<file path="src/rtl/calc_arith_sequencer_if.sv">
// Handshake/operand bundle between the key-entry FSM (master) and the
// arithmetic sequencer (slave).
//   iSTART/iCLR   : request and synchronous abort
//   iOP/iA/iB     : opcode and unsigned operands, captured on an accepted start
//   oBUSY/oDONE   : in-progress flag and single-cycle completion pulse
//   oRESULT/oREMAIN/oOVF/oERR : results, held until the next completion
interface calc_arith_sequencer_if #(
  parameter int WIDTH = 24
);
  logic             iSTART;
  logic             iCLR;
  logic [2:0]       iOP;
  logic [WIDTH-1:0] iA;
  logic [WIDTH-1:0] iB;
  logic             oBUSY;
  logic             oDONE;
  logic [WIDTH-1:0] oRESULT;
  logic [WIDTH-1:0] oREMAIN;
  logic             oOVF;
  logic             oERR;

  modport slave (
    input  iSTART, iCLR, iOP, iA, iB,
    output oBUSY, oDONE, oRESULT, oREMAIN, oOVF, oERR
  );

  modport master (
    output iSTART, iCLR, iOP, iA, iB,
    input  oBUSY, oDONE, oRESULT, oREMAIN, oOVF, oERR
  );
endinterface

</file>
<file path="src/rtl/calc_arith_sequencer.sv">
// Multi-cycle arithmetic engine for the keypad calculator datapath.
// Add/sub finish in one execute cycle; mul/div iterate WIDTH times over a
// single shared WIDTH-bit adder (shift-add multiply, restoring divide).
// Ports:
//   iCLK, iRST_n : clock, asynchronous active-low reset
//   bus (slave)  : start/clear/opcode/operands in; busy/done/results out
module calc_arith_sequencer #(
  parameter int WIDTH = 24,
  parameter int CNT_W = 5
) (
  input  logic                  iCLK,
  input  logic                  iRST_n,
  calc_arith_sequencer_if.slave bus
);

  localparam logic [2:0] OP_ADD = 3'b000;
  localparam logic [2:0] OP_SUB = 3'b001;
  localparam logic [2:0] OP_MUL = 3'b010;
  localparam logic [2:0] OP_DIV = 3'b011;
  // Counter reaches WIDTH after the last iteration; that extra cycle
  // publishes the result so the iteration loop never touches the outputs.
  localparam logic [CNT_W-1:0] CNT_END = CNT_W'(WIDTH);

  typedef enum logic [2:0] {S_IDLE, S_EXEC, S_MUL, S_DIV, S_DONE} state_t;

  state_t             state, state_nx, start_tgt;
  logic [WIDTH-1:0]   a_q, b_q;
  logic [2:0]         op_q;
  logic [2*WIDTH-1:0] acc_q;     // mul: {partial, multiplier}; div: {remainder, dividend/quotient}
  logic [CNT_W-1:0]   cnt_q;
  logic [WIDTH-1:0]   result_q, remain_q;
  logic               ovf_q, err_q;

  logic               busy, accept, iter_end;
  logic [WIDTH-1:0]   add_x, add_y;
  logic               add_ci;
  logic [WIDTH:0]     add_s;
  logic [WIDTH-1:0]   rem_sh;
  logic               div_keep;

  assign busy     = (state == S_EXEC) || (state == S_MUL) || (state == S_DIV);
  assign accept   = bus.iSTART && !busy && !bus.iCLR;
  assign iter_end = (cnt_q == CNT_END);

  assign bus.oBUSY   = busy;
  assign bus.oDONE   = (state == S_DONE);
  assign bus.oRESULT = result_q;
  assign bus.oREMAIN = remain_q;
  assign bus.oOVF    = ovf_q;
  assign bus.oERR    = err_q;

  // Remainder shifted left with the next dividend bit brought in.
  assign rem_sh = {acc_q[2*WIDTH-2:WIDTH], acc_q[WIDTH-1]};

  always_comb begin
    start_tgt = S_EXEC;
    if (bus.iOP == OP_MUL)                       start_tgt = S_MUL;
    else if (bus.iOP == OP_DIV && bus.iB != '0)  start_tgt = S_DIV;
  end

  always_ff @(posedge iCLK or negedge iRST_n) begin
    if (!iRST_n) state <= S_IDLE;
    else         state <= state_nx;
  end

  always_comb begin
    state_nx = state;
    if (bus.iCLR) state_nx = S_IDLE;
    else begin
      case (state)
        S_IDLE:       if (bus.iSTART) state_nx = start_tgt;
        S_DONE:       state_nx = bus.iSTART ? start_tgt : S_IDLE;
        S_EXEC:       state_nx = S_DONE;
        S_MUL, S_DIV: if (iter_end) state_nx = S_DONE;
        default:      state_nx = S_IDLE;
      endcase
    end
  end

  // Shared adder: add/sub in EXEC, partial-product add in MUL,
  // trial subtract (x + ~B + 1) in DIV.
  always_comb begin
    add_x  = a_q;
    add_y  = b_q;
    add_ci = 1'b0;
    case (state)
      S_EXEC: if (op_q == OP_SUB) begin
        add_y  = ~b_q;
        add_ci = 1'b1;
      end
      S_MUL: begin
        add_x = acc_q[2*WIDTH-1:WIDTH];
        add_y = acc_q[0] ? a_q : '0;
      end
      S_DIV: begin
        add_x  = rem_sh;
        add_y  = ~b_q;
        add_ci = 1'b1;
      end
      default: ;
    endcase
    add_s = {1'b0, add_x} + {1'b0, add_y} + {{WIDTH{1'b0}}, add_ci};
  end

  // The shifted remainder is WIDTH+1 bits wide; if its top bit (the old
  // remainder MSB) is set it already exceeds B, so the trial subtract
  // succeeds regardless of the low-part carry.
  assign div_keep = acc_q[2*WIDTH-1] | add_s[WIDTH];

  always_ff @(posedge iCLK or negedge iRST_n) begin
    if (!iRST_n) begin
      a_q      <= '0;
      b_q      <= '0;
      op_q     <= '0;
      acc_q    <= '0;
      cnt_q    <= '0;
      result_q <= '0;
      remain_q <= '0;
      ovf_q    <= 1'b0;
      err_q    <= 1'b0;
    end else if (accept) begin
      a_q   <= bus.iA;
      b_q   <= bus.iB;
      op_q  <= bus.iOP;
      cnt_q <= '0;
      ovf_q <= 1'b0;
      err_q <= 1'b0;
      acc_q <= (bus.iOP == OP_DIV) ? {{WIDTH{1'b0}}, bus.iA} : {{WIDTH{1'b0}}, bus.iB};
    end else if (!bus.iCLR) begin
      case (state)
        S_EXEC: begin
          case (op_q)
            OP_ADD: begin
              result_q <= add_s[WIDTH-1:0];
              remain_q <= '0;
              ovf_q    <= add_s[WIDTH];
            end
            OP_SUB: begin
              result_q <= add_s[WIDTH-1:0];
              remain_q <= '0;
              ovf_q    <= ~add_s[WIDTH];
            end
            OP_DIV: begin  // only reaches EXEC when B was zero
              result_q <= '1;
              remain_q <= a_q;
              err_q    <= 1'b1;
            end
            default: begin
              result_q <= '0;
              remain_q <= '0;
              err_q    <= 1'b1;
            end
          endcase
        end
        S_MUL: begin
          if (!iter_end) begin
            acc_q <= {add_s, acc_q[WIDTH-1:1]};
            cnt_q <= cnt_q + 1'b1;
          end else begin
            result_q <= acc_q[WIDTH-1:0];
            remain_q <= '0;
            ovf_q    <= |acc_q[2*WIDTH-1:WIDTH];
          end
        end
        S_DIV: begin
          if (!iter_end) begin
            acc_q <= {(div_keep ? add_s[WIDTH-1:0] : rem_sh), acc_q[WIDTH-2:0], div_keep};
            cnt_q <= cnt_q + 1'b1;
          end else begin
            result_q <= acc_q[WIDTH-1:0];
            remain_q <= acc_q[2*WIDTH-1:WIDTH];
          end
        end
        default: ;
      endcase
    end
  end

endmodule

</file>
<file path="src/flat_wrapper.sv">
// flat-port wrapper written by rule: the top's interface ports become plain ports
module calc_arith_sequencer_flat 
#(
  parameter int WIDTH = 24,
  parameter int CNT_W = 5
)
  (iCLK, iRST_n, bus_iSTART, bus_iCLR, bus_iOP, bus_iA, bus_iB, bus_oBUSY, bus_oDONE, bus_oRESULT, bus_oREMAIN, bus_oOVF, bus_oERR);
  calc_arith_sequencer_if #(.WIDTH(WIDTH)) bus_i ();
  input  logic iCLK;
  input  logic iRST_n;
  input wire logic [$bits(bus_i.iSTART)-1:0] bus_iSTART;
  input wire logic [$bits(bus_i.iCLR)-1:0] bus_iCLR;
  input wire logic [$bits(bus_i.iOP)-1:0] bus_iOP;
  input wire logic [$bits(bus_i.iA)-1:0] bus_iA;
  input wire logic [$bits(bus_i.iB)-1:0] bus_iB;
  output wire logic [$bits(bus_i.oBUSY)-1:0] bus_oBUSY;
  output wire logic [$bits(bus_i.oDONE)-1:0] bus_oDONE;
  output wire logic [$bits(bus_i.oRESULT)-1:0] bus_oRESULT;
  output wire logic [$bits(bus_i.oREMAIN)-1:0] bus_oREMAIN;
  output wire logic [$bits(bus_i.oOVF)-1:0] bus_oOVF;
  output wire logic [$bits(bus_i.oERR)-1:0] bus_oERR;
  assign bus_i.iSTART = bus_iSTART;
  assign bus_i.iCLR = bus_iCLR;
  assign bus_i.iOP = bus_iOP;
  assign bus_i.iA = bus_iA;
  assign bus_i.iB = bus_iB;
  assign bus_oBUSY = bus_i.oBUSY;
  assign bus_oDONE = bus_i.oDONE;
  assign bus_oRESULT = bus_i.oRESULT;
  assign bus_oREMAIN = bus_i.oREMAIN;
  assign bus_oOVF = bus_i.oOVF;
  assign bus_oERR = bus_i.oERR;
  calc_arith_sequencer #(.WIDTH(WIDTH), .CNT_W(CNT_W)) u_core (.iCLK(iCLK), .iRST_n(iRST_n), .bus(bus_i));
endmodule
</file>
<file path="config.mk">
export PLATFORM = sky130hd
export DESIGN_NAME = calc_arith_sequencer_flat
export DESIGN_NICKNAME = d
export VERILOG_FILES = /design/src/rtl/calc_arith_sequencer_if.sv /design/src/rtl/calc_arith_sequencer.sv /design/src/flat_wrapper.sv
export SDC_FILE = /design/constraint.sdc
export NUM_CORES = 1
export LEC_CHECK = 0
export ABC_CLOCK_PERIOD_IN_PS = 6500
export CORE_MARGIN = 2
export CORE_UTILIZATION = 45
export CTS_BUF_LIST = sky130_fd_sc_hd__clkbuf_8
export CTS_CLUSTER_DIAMETER = 100
export DETAILED_ROUTE_END_ITERATION = 10
export HOLD_SLACK_MARGIN = 0.12
export PLACE_DENSITY = 0.64
export SLEW_MARGIN = 25
export SYNTH_ARGS = -nofsm -noshare
export SYNTH_HDL_FRONTEND = slang
export SYNTH_SLANG_ARGS = --single-unit
</file>
<file path="constraint.sdc">
create_clock -name iCLK -period 6.5 [get_ports iCLK]
set_input_delay 0.975 -clock iCLK [delete_from_list [all_inputs] [get_ports iCLK]]
set_output_delay 0.975 -clock iCLK [all_outputs]
set_load 0.005 [all_outputs]
</file>
==> summary.md <==
| Metric | Value |
|---|---|
| Largest family of logic cells by synthesized area | compound AO/OA/AOI/OAI gates |
| Input/output buffers | 106 |
| Reg2reg end | u_core.acc_q[25]$_DFFE_PN0P_ |
| Mapped Avg Cell Area | ~8.4 um^2 |
| Final net count | 1285 |
| Hold Path Class | reg -> reg |
| First drt pass iteration count | 8 |
| Post-Synth XOR/XNOR Area | 0.0226 |
| Via density | 6.11 |
| Final global-route overflow total | 0 |
| Clock skew | approximately 0.013 ns |
| Number of global-route vias before repair | 8693 |
| # Post-CTS Setup Buffers | 0 |
| Yosys cell types | between 60 and 70 |
| Yosys Warn Count | 0 |
| Critical Path Start | u_core.op_q[2]$_DFFE_PN0P_ |
| First-pass GRT wire length | 51400 um |
| Part of the cycle the worst path needs | 0.794 |
| Outcome | finished, final reports clean |
| Total CTS buffers | 17 |
| Hold Violations, Final | 0 |
| Hold WS | 0.487 ns |
| Final Power | 4020 uW |
| Max-slew violations | 0 |
| Share of layout cells above drive strength 1 | 0.0543 |
| Core footprint | 0.0211 mm^2 |
| Post-Synth Adder-Cell Area | 0.0364 |
| Die ar. | around 0.023 mm^2 |
| Peak supply drop | 0.000171 V |
| CTS tree | yes |
| Row cnt | 53 |
| Setup crit end | u_core.acc_q[25]$_DFFE_PN0P_ |
| R2R setup slack | 1.34 ns |
| Synth top area share | 0.405 |
| WP data arrival | ~5.5 ns |
| Startpoint Class | flip-flop |
| Cell Area, Synth | about 0.0097 mm^2 |
| P per Cell Area | 355 mW/mm^2 |
| Biggest area consumer among synthesized cells | dfrtp_1 |
| Net Sw Power | ~1700 uW |
| Latest clock arrival within the worst-skew pair | 0.49 ns |
| Mapped Nets | roughly 1200 |
| Pin count of the biggest net entering global routing | 99 |
| Worst-Margin Slew | 1.02 ns |
| Logic pwr share | 0.413 |
| Synth Area in Compound Gates | 0.224 |
| Commonest cells after routing, fill and taps aside | nand2_1 (269), dfrtp_1 (157), nor2_1 (113) |
| Layout fillers | 2016 |
| EDFF count, synth | 0 |
| LEAKAGE | about 0.0050 uW |
| WL final | 33200 um |
| Post-synth ARST share | 1.00 |
| Leading cell type in the layout, fill and taps excluded | nand2_1 |
| Cell Int Power | between 2000 and 2500 uW |
| Tot GR Track Use | 0.299 |
| Final setup vio count | 0 |
| GPL Wtd Cong | 0.944 |
| Switching part of the total | 0.419 |
| Clk buf depth | 2 |
| Register bit count reported by yosys | 157 |
| Seq/Total Area, Yosys | 0.405 |
| CTS clk-pin slew, worst paths | 0.10 ns |
| CTS resizes | 0 |
| Layout overhead on the synthesized area | 16.7% |
| Post-Synth Simple-Gate Area | 0.193 |
| Mux cell area share after synthesis | 0.0808 |
| Area of placed instances | between 0.01 and 0.015 mm^2 |
| Sequential fraction of design power | 0.388 |
| Antenna diodes | 0 |
| Routed vias | slightly above 9000 |
| Worst path required time | 6.88 ns |
| Post-DP HPWL | 23500 um |
| Placed cells | 1458 |
| Post-route ant nets | 0 |
| Cells after Synth | 1150 |
| Initial DRC count | roughly 940 |
| Clock sink count | between 150 and 200 |
| Starting Density | 0.460 |
| H-Tree Level Count | 4 |
| Critical R2R Launch | u_core.op_q[2]$_DFFE_PN0P_ |
| Non-filler cells, final | 1491 |
| Peak Freq | 0.194 GHz |
| WL/cell | ~22 um |
| # IOs | 107 |
| Max-cap violations | 0 |
| Crit path max fanout | 25 |
| Die Wd | 151 um |
| Fin crit period | 5.16 ns |
| Cell area after layout | 0.0113 mm^2 |
| Synth Flop Type | dfrtp_1 |
| DRC viols | 0 |
| Max-slew headroom | 0.321 |
| CP Class | reg -> reg |
| CTS root buf | clkbuf_8 |
| Die Y | 151 um |
| Clk pwr share | 0.199 |
| Unrepaired setup endpoints after global routing | no |
| CTS Hold Bufs | 0 |
| Initial antenna violation count | 0 |
| Ranking of synthesized cells by area | dfrtp_1 (40%), nand2_1 (10%), mux2i_1 (7.7%), o21ai_0 (5.0%), nor2_1 (4.4%) |
| CP endpoint kind | flip-flop |
| FF-to-FF path depth | 16 |
| TNS Setup | 0 ns |
[power by group through the flow]
| stage | Sequential, uW | Combinational (uW) | Clock, uW |
|---|---|---|---|
| after floorplan | 1460 | 997 | 0 |
| after global placement | 1560 | 1620 | 0 |
| after detailed placement | 1560 | 1630 | 0 |
| after CTS | 1550 | 1640 | 808 |
| after global routing | 1590 | 1810 | 850 |
| final | 1560 | 1660 | 801 |
[cell usage after synthesis (all sizes together), types with 20 or more instances]
master	instances
a21oi	54
a221o	24
a221oi	26
buf	20
clkbuf	66
dfrtp	157
ha	25
mux2i	75
nand2	270
nor2	114
o21ai	100
o221ai	25
[flip-flops by register name, indices dropped and copies added, names as in the netlist]
name / flops
u_core.state: 3
u_core.acc_q: 48
u_core.bus.oOVF: 1
u_core.bus.oERR: 1
u_core.bus.oREMAIN: 24
u_core.a_q: 24
u_core.cnt_q: 5
u_core.bus.oRESULT: 24
u_core.op_q: 3
u_core.b_q: 24
[through the flow]
step	setup WS [ns]	util
after CTS	1.40	0.536
after global placement	1.60	0.516
after floorplan	2.15	-
after detailed placement	1.45	0.516
final	1.34	0.537
after global routing	0.833	0.537
[worst min path at each step]
stage                                             startpoint                            endpoint  slack [ns]  cells past startpoint
after floorplan                    u_core.b_q[0]$_DFFE_PN0P_           u_core.b_q[0]$_DFFE_PN0P_        0.47                      2
after global placement     u_core.bus.oRESULT[3]$_DFFE_PN0P_   u_core.bus.oRESULT[3]$_DFFE_PN0P_        0.47                      2
after detailed placement  u_core.bus.oRESULT[11]$_DFFE_PN0P_  u_core.bus.oRESULT[11]$_DFFE_PN0P_        0.47                      2
after CTS                  u_core.bus.oRESULT[3]$_DFFE_PN0P_   u_core.bus.oRESULT[3]$_DFFE_PN0P_        0.50                      2
after global routing       u_core.bus.oRESULT[0]$_DFFE_PN0P_   u_core.bus.oRESULT[0]$_DFFE_PN0P_        0.53                      2
final                     u_core.bus.oRESULT[11]$_DFFE_PN0P_  u_core.bus.oRESULT[11]$_DFFE_PN0P_        0.49                      2
[critical path: stages, from the launching register on]
cell	delay (ns)
dfrtp_1	0.46
nor2_1	0.51
a31oi_1	0.15
or2_2	0.53
a221oi_1	0.44
fa_1	0.28
inv_1	0.06
fa_1	0.42
a211oi_1	0.33
o211ai_1	0.19
a32oi_1	0.33
o211ai_2	0.22
nor2_2	0.33
buf_4	0.35
mux2i_1	0.22
nand2_1	0.07
a22o_1	0.18
[metal layers]
layer  GRT usage  share of wire  wire length (um)  vias up
li1            -              -                 -     4245
met2       0.479           0.46             15300      416
met3      0.0590          0.072              2390       64
met4      0.0822          0.024               808        0
met1       0.415           0.44             14600     4391
met5           0              0                 0        -
[cell type report]
class | instances | area [um^2] | share of cell area
Clock buffer | 18 | 248 | 0.0219
Clock inverter | 14 | 173 | 0.0153
Inverter | 7 | 26.3 | 0.00232
Multi-Input combinational cell | 900 | 5430 | 0.480
Sequential cell | 157 | 3930 | 0.347
Tap cell | 275 | 344 | 0.0304
Timing Repair Buffer | 120 | 1170 | 0.103
[cell families (layout without fill, tap and decap cells)]
family | after synthesis | after routing
AND/OR/NAND/NOR | 453 | 453
XOR/XNOR | 25 | 25
flip-flops | 157 | 157
AO/OA/AOI/OAI | 317 | 317
adder cells (fa/ha/maj) | 27 | 27
buffers and inverters | 93 | 159
multiplexers | 78 | 78
Power figures use the tool's default switching activity.
